**src/rtl/seg_frame_capture_if.sv**
```systemverilog
// Display bus (segments/anodes in) and recovered frame (out) between a driver and the capture monitor.
// Optional frame_dp signal present when SEG_CAPTURE_DP_EN is defined.
interface seg_frame_capture_if #(
    parameter int unsigned NUM_DIGITS = 4
);
    logic [7:0]              seg_in;
    logic [NUM_DIGITS-1:0]   an_in;
    logic [5*NUM_DIGITS-1:0] frame_code;
    logic                    frame_valid;
    logic                    frame_err;
    logic                    an_err;
`ifdef SEG_CAPTURE_DP_EN
    logic [NUM_DIGITS-1:0]   frame_dp;

    modport master (
        output seg_in, an_in,
        input  frame_code, frame_valid, frame_err, an_err, frame_dp
    );
    modport slave (
        input  seg_in, an_in,
        output frame_code, frame_valid, frame_err, an_err, frame_dp
    );
`else
    modport master (
        output seg_in, an_in,
        input  frame_code, frame_valid, frame_err, an_err
    );
    modport slave (
        input  seg_in, an_in,
        output frame_code, frame_valid, frame_err, an_err
    );
`endif
endinterface

```
**src/rtl/seg_frame_capture.sv**
```systemverilog
// Recovers per-digit symbol codes from a multiplexed active-low seg/anode bus, one code word per scan.
// SEG_CAPTURE_DP_EN: decode on seg[6:0] only and report each digit's decimal point on frame_dp.
module seg_frame_capture #(
    parameter int unsigned NUM_DIGITS    = 4,
    parameter int unsigned SETTLE_CYCLES = 4
) (
    input  logic               clk,
    input  logic               reset,
    seg_frame_capture_if.slave bus
);
    localparam int unsigned CODE_W = 5;
    localparam int unsigned IDX_W  = (NUM_DIGITS > 1) ? $clog2(NUM_DIGITS) : 1;
    localparam int unsigned CNT_W  = $clog2(SETTLE_CYCLES + 1);
    localparam int unsigned FRM_W  = CODE_W * NUM_DIGITS;

    typedef enum logic [1:0] {
        ST_WAIT,
        ST_SETTLE,
        ST_HOLD
    } state_e;

    state_e                  state_q, state_d;
    logic [CNT_W-1:0]        cnt_q, cnt_d, cnt_inc_c;
    logic [7:0]              seg_q, seg_d1_q;
    logic [NUM_DIGITS-1:0]   an_q, an_d1_q;
    logic [NUM_DIGITS-1:0]   an_low_c;
    logic                    one_hot_c, multi_low_c, changed_c, enter_c;
    logic [IDX_W-1:0]        idx_c;
    logic [7:0]              dec_seg_c;
    logic [CODE_W-1:0]       code_c;
    logic                    capture_c, an_err_c, frame_done_c;
    logic [NUM_DIGITS-1:0]   mask_q, mask_d, err_q, err_d;
    logic [CODE_W-1:0]       slot_q [NUM_DIGITS];
    logic [FRM_W-1:0]        frame_code_q, frame_code_d;
    logic                    frame_valid_q, frame_err_q, an_err_q;
`ifdef SEG_CAPTURE_DP_EN
    logic [NUM_DIGITS-1:0]   dp_q, frame_dp_q;
`endif

    // Segment pattern to symbol code; shared patterns resolve to the lowest code.
    function automatic logic [CODE_W-1:0] decode_seg(input logic [7:0] s);
        case (s)
            8'hc0:   decode_seg = 5'h00;
            8'hf9:   decode_seg = 5'h01;
            8'ha4:   decode_seg = 5'h02;
            8'hb0:   decode_seg = 5'h03;
            8'h99:   decode_seg = 5'h04;
            8'h92:   decode_seg = 5'h05;
            8'h82:   decode_seg = 5'h06;
            8'hf8:   decode_seg = 5'h07;
            8'h80:   decode_seg = 5'h08;
            8'h90:   decode_seg = 5'h09;
            8'h7f:   decode_seg = 5'h0A;
            8'h83:   decode_seg = 5'h0B;
            8'hc6:   decode_seg = 5'h0C;
            8'ha1:   decode_seg = 5'h0D;
            8'h86:   decode_seg = 5'h0E;
            8'hff:   decode_seg = 5'h0F;
            8'h8f:   decode_seg = 5'h11;
            8'h0f:   decode_seg = 5'h12;
            8'h87:   decode_seg = 5'h13;
            8'ha3:   decode_seg = 5'h14;
            8'he3:   decode_seg = 5'h15;
            8'h89:   decode_seg = 5'h16;
            default: decode_seg = 5'h1F;
        endcase
    endfunction

    // Input register plus one-cycle history for change detection.
    always_ff @(posedge clk) begin
        if (reset) begin
            seg_q    <= '1;
            seg_d1_q <= '1;
            an_q     <= '1;
            an_d1_q  <= '1;
        end else begin
            seg_q    <= bus.seg_in;
            seg_d1_q <= seg_q;
            an_q     <= bus.an_in;
            an_d1_q  <= an_q;
        end
    end

    // Anode classification, lit digit index and code of the current pattern.
    always_comb begin
        an_low_c    = ~an_q;
        one_hot_c   = (an_low_c != '0) &&
                      ((an_low_c & (an_low_c - NUM_DIGITS'(1))) == '0);
        multi_low_c = (an_low_c != '0) && !one_hot_c;
        changed_c   = (seg_q != seg_d1_q) || (an_q != an_d1_q);
        idx_c       = '0;
        for (int unsigned i = 0; i < NUM_DIGITS; i++) begin
            if (an_low_c[i]) idx_c = IDX_W'(i);
        end
`ifdef SEG_CAPTURE_DP_EN
        dec_seg_c = {1'b1, seg_q[6:0]};
`else
        dec_seg_c = seg_q;
`endif
        code_c = decode_seg(dec_seg_c);
    end

    always_ff @(posedge clk) begin
        if (reset) begin
            state_q <= ST_WAIT;
            cnt_q   <= '0;
        end else begin
            state_q <= state_d;
            cnt_q   <= cnt_d;
        end
    end

    // Settle FSM: a digit is sampled once after SETTLE_CYCLES unchanged cycles.
    always_comb begin
        state_d   = state_q;
        cnt_d     = cnt_q;
        cnt_inc_c = cnt_q + CNT_W'(1);
        enter_c   = 1'b0;
        capture_c = 1'b0;
        an_err_c  = 1'b0;
        case (state_q)
            ST_WAIT:   enter_c = 1'b1;
            ST_SETTLE: begin
                if (changed_c) begin
                    enter_c = 1'b1;
                end else if (cnt_inc_c == CNT_W'(SETTLE_CYCLES)) begin
                    capture_c = 1'b1;
                    cnt_d     = '0;
                    state_d   = ST_HOLD;
                end else begin
                    cnt_d = cnt_inc_c;
                end
            end
            ST_HOLD:   enter_c = changed_c;
            default:   state_d = ST_WAIT;
        endcase
        if (enter_c) begin
            cnt_d   = '0;
            state_d = ST_WAIT;
            if (multi_low_c) begin
                an_err_c = 1'b1;
            end else if (one_hot_c) begin
                if (SETTLE_CYCLES <= 1) begin
                    capture_c = 1'b1;
                    state_d   = ST_HOLD;
                end else begin
                    cnt_d   = CNT_W'(1);
                    state_d = ST_SETTLE;
                end
            end
        end
    end

    // Slot bookkeeping; a capture landing on the frame-complete cycle starts the next frame.
    always_comb begin
        frame_done_c = &mask_q;
        mask_d       = frame_done_c ? '0 : mask_q;
        err_d        = frame_done_c ? '0 : err_q;
        if (capture_c) begin
            mask_d[idx_c] = 1'b1;
            err_d[idx_c]  = (code_c == 5'h1F);
        end
        frame_code_d = '0;
        for (int unsigned i = 0; i < NUM_DIGITS; i++) begin
            frame_code_d[CODE_W*i +: CODE_W] = slot_q[i];
        end
    end

    always_ff @(posedge clk) begin
        if (reset) begin
            mask_q        <= '0;
            err_q         <= '0;
            frame_code_q  <= '0;
            frame_valid_q <= 1'b0;
            frame_err_q   <= 1'b0;
            an_err_q      <= 1'b0;
            for (int unsigned i = 0; i < NUM_DIGITS; i++) slot_q[i] <= '0;
`ifdef SEG_CAPTURE_DP_EN
            dp_q          <= '0;
            frame_dp_q    <= '0;
`endif
        end else begin
            mask_q        <= mask_d;
            err_q         <= err_d;
            an_err_q      <= an_err_c;
            frame_valid_q <= frame_done_c;
            frame_err_q   <= frame_done_c && (|err_q);
            if (frame_done_c) begin
                frame_code_q <= frame_code_d;
`ifdef SEG_CAPTURE_DP_EN
                frame_dp_q   <= dp_q;
`endif
            end
            if (capture_c) begin
                slot_q[idx_c] <= code_c;
`ifdef SEG_CAPTURE_DP_EN
                dp_q[idx_c]   <= ~seg_q[7];
`endif
            end
        end
    end

    assign bus.frame_code  = frame_code_q;
    assign bus.frame_valid = frame_valid_q;
    assign bus.frame_err   = frame_err_q;
    assign bus.an_err      = an_err_q;
`ifdef SEG_CAPTURE_DP_EN
    assign bus.frame_dp    = frame_dp_q;
`endif

endmodule

```
**src/flat_wrapper.sv**
```systemverilog
// flat-port wrapper written by rule: the top's interface ports become plain ports
module seg_frame_capture_flat 
#(
    parameter int unsigned NUM_DIGITS    = 4,
    parameter int unsigned SETTLE_CYCLES = 4
)
  (clk, reset, bus_seg_in, bus_an_in, bus_frame_code, bus_frame_valid, bus_frame_err, bus_an_err);
  seg_frame_capture_if #(.NUM_DIGITS(NUM_DIGITS)) bus_i ();
  input  logic clk;
  input  logic reset;
  input wire logic [$bits(bus_i.seg_in)-1:0] bus_seg_in;
  input wire logic [$bits(bus_i.an_in)-1:0] bus_an_in;
  output wire logic [$bits(bus_i.frame_code)-1:0] bus_frame_code;
  output wire logic [$bits(bus_i.frame_valid)-1:0] bus_frame_valid;
  output wire logic [$bits(bus_i.frame_err)-1:0] bus_frame_err;
  output wire logic [$bits(bus_i.an_err)-1:0] bus_an_err;
  assign bus_i.seg_in = bus_seg_in;
  assign bus_i.an_in = bus_an_in;
  assign bus_frame_code = bus_i.frame_code;
  assign bus_frame_valid = bus_i.frame_valid;
  assign bus_frame_err = bus_i.frame_err;
  assign bus_an_err = bus_i.an_err;
  seg_frame_capture #(.NUM_DIGITS(NUM_DIGITS), .SETTLE_CYCLES(SETTLE_CYCLES)) u_core (.clk(clk), .reset(reset), .bus(bus_i));
endmodule
```
**config.mk**
```make
export PLATFORM = sky130hd
export DESIGN_NAME = seg_frame_capture_flat
export DESIGN_NICKNAME = d
export VERILOG_FILES = /design/src/rtl/seg_frame_capture_if.sv /design/src/rtl/seg_frame_capture.sv /design/src/flat_wrapper.sv
export SDC_FILE = /design/constraint.sdc
export NUM_CORES = 1
export LEC_CHECK = 0
export CORE_UTILIZATION = 40
export DETAILED_ROUTE_END_ITERATION = 16
export SKIP_CTS_REPAIR_TIMING = 1
export SYNTH_ARGS = -nofsm -noshare
export SYNTH_HDL_FRONTEND = slang
export SYNTH_SLANG_ARGS = --single-unit
export TNS_END_PERCENT = 10
```
**constraint.sdc**
```tcl
create_clock -name clk -period 2.35 [get_ports clk]
set_clock_uncertainty 0.15 [all_clocks]
set_input_delay 0.3525 -clock clk [delete_from_list [all_inputs] [get_ports clk]]
set_output_delay 0.3525 -clock clk [all_outputs]
set_load 0.005 [all_outputs]
```
Word level (Yosys, flattened, before mapping)
Memories as Yosys holds them, arrays and structs flattened. A register that Yosys moved wholly into a read port is not among the register bits. Cells that the tools add are included.

Register bits after elaboration: 40. Latch bits: 0. Bits in writable memories: 20. Memory bits (read-only): 0. Logic and storage cells: 106. Memories kept: 1.

Memories: u_core.slot_q (words 4, bits a word 5, rd ports 4, clocked after Yosys merged registers in 4, wr ports 4, RTL line seg_frame_capture.sv:33) `logic [CODE_W-1:0] slot_q [NUM_DIGITS];`.

Add/sub/neg operators: 2. $mul: 0. Divide/modulo/power cells: 0. Magnitude comparators: 2. Equality and inequality tests: 32. Shift-type cells: 0. Muxes and demuxes: 37. Bitwise logic cells: 4. Reductions and logical operators: 17.

Operators by type and width (count): 8-bit equality test (second input constant) (20); 5-bit case mux with 22 select lines (1); 4-bit 2-to-1 mux (4); 1-bit 2-to-1 mux (15); 3-bit 2-to-1 mux (5); 2-bit 2-to-1 mux (7); 8-bit by 4-bit equality test with 1-bit output (second input constant) (1); 8-bit by 7-bit equality test with 1-bit output (second input constant) (1); 8-bit != test (1); 5-bit equality test (second input constant) (1); 5-bit 2-to-1 mux (1); 5-bit OR reduction (1); 4-bit AND (1); 4-bit bitwise mux (1); 1-bit logical AND (4); 4-bit zero test (1); 4-bit != test (1); 4-bit NOT (1); 4-bit bitwise OR (1); 2-bit case mux with 2 select lines (1); 4-bit AND reduction (1); 4-bit nonzero test (1); 2-bit OR reduction (2); 4-bit OR reduction (1); 20 further kinds (20).

Depth between registers and ports, before layout
Gate-level depths: netlist (run 1).

Word-level depth: 10. Depth in mapped cells: 8. Mapped depth without buffers: 7.

Least setup slack after synthesis (run 1)
No wires, ideal clock.

Path kind: register -> register. From: register u_core.an_q[2]. To: memory u_core.slot_q[0][0], enable pin. Library setup time: 0.374 ns. Arrival time: 1.974 ns. Required time: 1.826 ns. Path slack: -0.148 ns. Stages on the path, launching flop included: 7. Cells stage by stage: dfxtp_1 > clkbuf_1 > xor2_1 > nor4_2 > nand4b_1 > or2_4 > o21ai_0.

RTL lines: start, declared (RTL line seg_frame_capture.sv:25) `logic [NUM_DIGITS-1:0] an_q, an_d1_q;`; start signal, assigned (RTL line seg_frame_capture.sv:79) `an_q <= bus.an_in;`; end, declared (RTL line seg_frame_capture.sv:33).

==> results.json, run 1 <==
{
  "critPathKind": "register to register",
  "core-area_um2": 8763,
  "final_util_pct": 51.68,
  "timing.fmax_mhz": 436.3,
  "grt_max_degree": 55,
  "power_switching_w": 0.0007535,
  "sequentialPowerShare_pct": 54.0,
  "start_util_pct": 41.68,
  "crit_path_end_kind": "register",
  "final_nets": 471,
  "dp_cells": 546,
  "dp_slack_ps": -6.069,
  "drive_gt1_share_pct": 23.68,
  "std_cell_rows": 34,
  "seq_area_frac_synth_pct": 49.33,
  "synthToLayoutAreaGrowth_pct": 24.01,
  "avgRoutedWirePerCell_um": 14.37,
  "hold_path_end": "u_core.seg_d1_q[6]$_SDFF_PP1_",
  "power_density_nw_per_um2": 604.2,
  "cp_max_fo": 8,
  "worst_pin_slew_ps": 628.1,
  "ios": 37,
  "stdcell_area_um2": 4529,
  "synth_area_um2": 3652,
  "worstRegToRegCells": 6,
  "syn_area_per_cell_um2": 9.389,
  "viasPerCell": 5.227,
  "cts-root-buf": "clkbuf_8",
  "gp_congestion": 0.8655,
  "synthFlopType": "dfxtp_1",
  "routed_wl_um": 8102,
  "placed_cell_area_um2": 4284,
  "die-area_um2": 9517,
  "cts_buffers": 9,
  "h-tree-depth": 3,
  "layout_commonest_cell": "nand2_1",
  "pwr-share-clk_pct": 35.4,
  "swShare_pct": 27.53,
  "final_max_slew_viol_count": 0,
  "synth_cell_types": 62,
  "p_leak_nw": 1.697,
  "ys_ff_latch": 80,
  "slew_headroom_pct": 58.13,
  "pwr-share-comb_pct": 10.6,
  "die_h_um": 97.56,
  "cp.required_ps": 2310,
  "final-setup-viol-count": 0,
  "hold_class": "primary input to register",
  "io_buffers": 36,
  "max_cap_viol_count": 0,
  "internal_power_w": 0.001983,
  "grt_pass1_wl_um": 13640,
  "worstPathArrival_ps": 2250,
  "vias": 2948,
  "tritoncts": "built",
  "grt_usage_pct": 18.11,
  "synth_edf_count": 20,
  "antenna_found_initial": 0,
  "first_iter_violations": 102,
  "ir_drop_mv": 0.2675,
  "first_pass_iters": 4,
  "drc": 0,
  "layout_setup_ws_ps": 58.16,
  "clockBufferDepth": 2,
  "whs_path_depth": 3,
  "regToRegStartpoint": "u_core.dec_seg_c[0]$_SDFF_PP1_",
  "layout_common_cells": "nand2_1 (62), dfxtp_1 (52), a21oi_1 (43)",
  "rsz0062_at_grt": "yes",
  "grt_pass1_vias": 2842,
  "clock_latency_ps": 360,
  "start_kind": "register",
  "netlist_instances": 389,
  "timing.rr.end": "u_core.slot_q[3][2]$_DFFE_PP_",
  "dp_hpwl_um": 5854,
  "finalHoldViolations": 0,
  "grt_overflow": 0,
  "finalCriticalPeriod_ps": 2292,
  "status": "finished clean",
  "r2r_slack_ps": 60,
  "path_clk_slew_ps": 90,
  "die_w_um": 97.56,
  "cts_sinks": 80,
  "ant_nets": 0,
  "n_antenna_cell": 0,
  "finalCritPeriodShare_pct": 97.53,
  "finalNonFillerCells": 564,
  "synthArstFlopShare_pct": 0,
  "yosysWarnings": 0,
  "min_from": "reset",
  "synth_nets": 409
}
==> cell usage after synthesis (all sizes together) (7+ instances only) <==
library cell	n	share of area [%]
dfxtp	60	33
or2	23	4.0
clkbuf	14	1.4
nand2	62	6.4
nor2	26	2.7
inv	11	1.1
nand3	8	1.4
buf	11	2.5
xor2	13	3.1
edfxtp	20	16
a21oi	46	6.4
nand4	9	1.5
nor4	7	2.1
==> flip-flops by register name, summed over array words and instances (netlist names) <==
name / flops
u_core.bus.frame_err: 1
u_core.bus.an_err: 1
bus_frame_code: 16
u_core.bus.frame_valid: 1
u_core.cnt_q: 3
u_core.state_q: 2
u_core.err_q: 4
u_core.dec_seg_c: 8
u_core.an_d1_q: 4
u_core.slot_q: 20
u_core.an_q: 4
u_core.mask_q: 4
u_core.bus.frame_code: 4
u_core.seg_d1_q: 8
==> layer usage <==
layer  GRT usage [%]  routed length (µm)  share of wire (%)
met4           9.615                 232                2.9
met2           30.29                3944                 49
met5               0                   0                  0
met3           3.381                 296                3.7
met1           22.03                3628                 45
==> critical path, stage by stage (launching register included) <==
cell	delay, ps
dfxtp_4	370
or4_4	550
a2111oi_4	340
nor2_1	70
and4_4	200
a2bb2oi_4	250
a21oi_1	110
==> cell type report <==
cell class / instances / area [µm²]
clock buffers: 9 / 123.9
fillers: 831 / 4234
multi-input cells: 273 / 1697
inverters: 11 / 41.29
clock inverters: 7 / 60.06
flip-flops and latches: 80 / 1819
repair buffers: 76 / 653.1
well taps: 108 / 135.1
==> power by group through the flow <==
stage,clock [W],sequential [W],combinational (W)
2_1_floorplan,0,0.00149,0.000196
3_5_place_dp,0,0.00151,0.000285
5_1_grt,0.00106,0.00148,0.000320
4_1_cts,0.000991,0.00148,0.000286
3_3_place_gp,0,0.00151,0.000283
6_report,0.000968,0.00148,0.000290
==> kinds of logic after synthesis <==
logic type      synth area share, %
xor+xnor                      3.597
fa+ha+maj                     2.055
compound gates                15.18
simple gates                  24.50
flops                         49.33
buf+inv                       5.070
mux                          0.2741
==> worst max-delay path by stage <==
stage / endpoint / depth (start not counted) / from
4_1_cts: u_core.slot_q[3][2]$_DFFE_PP_ / 6 / u_core.dec_seg_c[1]$_SDFF_PP1_
3_3_place_gp: u_core.slot_q[3][2]$_DFFE_PP_ / 7 / u_core.dec_seg_c[1]$_SDFF_PP1_
6_report: u_core.slot_q[3][2]$_DFFE_PP_ / 6 / u_core.dec_seg_c[0]$_SDFF_PP1_
5_1_grt: u_core.slot_q[0][1]$_SDFFCE_PN0P_ / 6 / u_core.dec_seg_c[0]$_SDFF_PP1_
2_1_floorplan: u_core.slot_q[3][0]$_DFFE_PP_ / 6 / u_core.an_q[2]$_SDFF_PP1_
3_5_place_dp: u_core.slot_q[3][2]$_DFFE_PP_ / 6 / u_core.dec_seg_c[1]$_SDFF_PP1_
==> through the flow <==
step / hold WS (ps) / setup TNS [ps] / power [W]
final: 245.9 / 0 / 0.002737
after global placement: 292.9 / 0 / 0.001793
after floorplan: 281.6 / -681.0 / 0.001689
after detailed placement: 295.8 / -6.069 / 0.001796
after CTS: 246.4 / -144.7 / 0.002756
after global routing: 298.0 / -28.62 / 0.002863
Power figures use the tool's default switching activity.
==> run 2, diff against run 1 <==
Settings changed: CORE_ASPECT_RATIO from default to 2, PLACE_DENSITY from default to 0.65.
==> run 2 against run 1 <==
Against the previous run: hold slack worse by 28 ps; clock power up 45%; routed wire length up 8.9%; final cell count up 1.1%; critical endpoint is now u_core.slot_q[1][1]$_SDFFCE_PN0P_.
==> results.json, run 2 (synthesis results as in run 1) <==
{
  "die_w_um": 69.57,
  "finalNonFillerCells": 570,
  "cts_sinks": 80,
  "ir_drop_mv": 0.4691,
  "stdcell_area_um2": 4778,
  "layout_commonest_cell": "nand2_1",
  "synthToLayoutAreaGrowth_pct": 30.83,
  "wl_met3_um": 243,
  "start_util_pct": 40.80,
  "gp_congestion": 0.8498,
  "final_util_pct": 53.38,
  "finalCritPeriodShare_pct": 98.18,
  "dp_cells": 552,
  "pwr-share-comb_pct": 10.0,
  "grt_pass1_vias": 2964,
  "avgRoutedWirePerCell_um": 15.48,
  "status": "finished clean",
  "first_iter_violations": 153,
  "dp_hpwl_um": 6692,
  "max_cap_viol_count": 0,
  "pwr-share-clk_pct": 43.8,
  "ant_nets": 0,
  "layout_setup_ws_ps": 42.80,
  "start_kind": "register",
  "first_pass_iters": 4,
  "final_nets": 483,
  "crit_path_end_kind": "register",
  "core-area_um2": 8951,
  "ios": 37,
  "hold_class": "primary input to register",
  "placed_cell_area_um2": 4379,
  "grt_usage_pct": 19.59,
  "sequentialPowerShare_pct": 46.2,
  "layout_common_cells": "nand2_1 (61), dfxtp_1 (57), buf_4 (50)",
  "critPathKind": "register to register",
  "drive_gt1_share_pct": 26.71,
  "h-tree-depth": 3,
  "met1_length_um": 3105,
  "grt_overflow": 0,
  "final-setup-viol-count": 0,
  "p_leak_nw": 1.806,
  "std_cell_rows": 49,
  "finalHoldViolations": 0,
  "cp.required_ps": 2290,
  "power_switching_w": 0.0007716,
  "cts-root-buf": "clkbuf_16",
  "clock_latency_ps": 340,
  "routed_wl_um": 8823,
  "dp_slack_ps": -17.88,
  "internal_power_w": 0.002423,
  "top_layer_used": "met4",
  "drc": 0,
  "die-area_um2": 9540,
  "n_antenna_cell": 0,
  "largest-register": "u_core.slot_q",
  "worstPathArrival_ps": 2250,
  "clockBufferDepth": 2,
  "largest_reg_flops": 20,
  "viasPerCell": 5.311,
  "vias": 3027,
  "slew_headroom_pct": 57.29,
  "finalCriticalPeriod_ps": 2307,
  "timing.fmax_mhz": 433.4,
  "cts_buffers": 9,
  "io_buffers": 36,
  "wl_met2_um": 4987,
  "cp_max_fo": 8,
  "grt_max_degree": 28,
  "power_density_nw_per_um2": 668.5,
  "path_clk_slew_ps": 60,
  "grt_pass1_wl_um": 14180,
  "worst_pin_slew_ps": 640.6,
  "swShare_pct": 24.16,
  "tritoncts": "built",
  "antenna_found_initial": 0,
  "final_max_slew_viol_count": 0,
  "die_h_um": 137.1
}
==> run 2: changes by cell type in the layout (fill, tap and decap cells not counted), sizes merged <==
cell,change
clkinvlp,+1
buf,+13
inv,-3
bufinv,+1
==> run 2: final timing paths <==
path	start	to	slack, ps	depth (start not counted)
max	u_core.dec_seg_c[4]$_SDFF_PP1_	u_core.slot_q[1][1]$_SDFFCE_PN0P_	40	8
min	reset	bus_frame_code[17]$_SDFFE_PP0P_	220	2
max reg2reg	u_core.dec_seg_c[4]$_SDFF_PP1_	u_core.slot_q[1][1]$_SDFFCE_PN0P_	40	8
min reg2reg	bus_frame_code[19]$_SDFFE_PP0P_	bus_frame_code[19]$_SDFFE_PP0P_	300	2
==> run 2: layout make-up <==
cell class                 count  area (µm²)
timing repair buffer          88       770.7
clock inverter                 6       67.56
inverter                      11       41.29
tap                          102       127.6
fill                         852        4173
sequential                    80        1808
clock buffer                  10       229.0
multi-input combinational    273        1734
==> run 2: power groups by stage <==
stage | clock (W) | sequential, W | combinational [W]
after detailed placement | 0 | 0.00151 | 0.000305
final | 0.00140 | 0.00148 | 0.000320
after global routing | 0.00148 | 0.00148 | 0.000347
after global placement | 0 | 0.00150 | 0.000301
after floorplan | 0 | 0.00149 | 0.000196
after CTS | 0.00143 | 0.00148 | 0.000306
==> run 2: critical path, stage by stage, from the launching register on <==
cell and delay (ps):
dfxtp_1 350, buf_4 180, or3_1 500, o22ai_1 170, nand2_1 120, and4_4 230, a2bb2oi_4 160, buf_12 140
a21oi_1 60
==> run 2: routing by layer <==
| layer | up-vias | global-route usage [%] |
|---|---|---|
| li1 | 1509 | - |
| met1 | 1418 | 17.92 |
| met2 | 68 | 37.27 |
| met3 | 32 | 4.418 |
| met4 | 0 | 13.83 |
| met5 | - | 0 |
==> run 2: stage by stage <==
stage | hold WS (ps) | power, W | TNS [ps]
floorplan | 281.6 | 0.001689 | -681.0
global placement | 292.7 | 0.001806 | -128.2
detailed placement | 295.3 | 0.001811 | -55.71
CTS | 211.1 | 0.003210 | -174.1
global route | 230.8 | 0.003307 | -145.1
finish | 218.2 | 0.003194 | 0
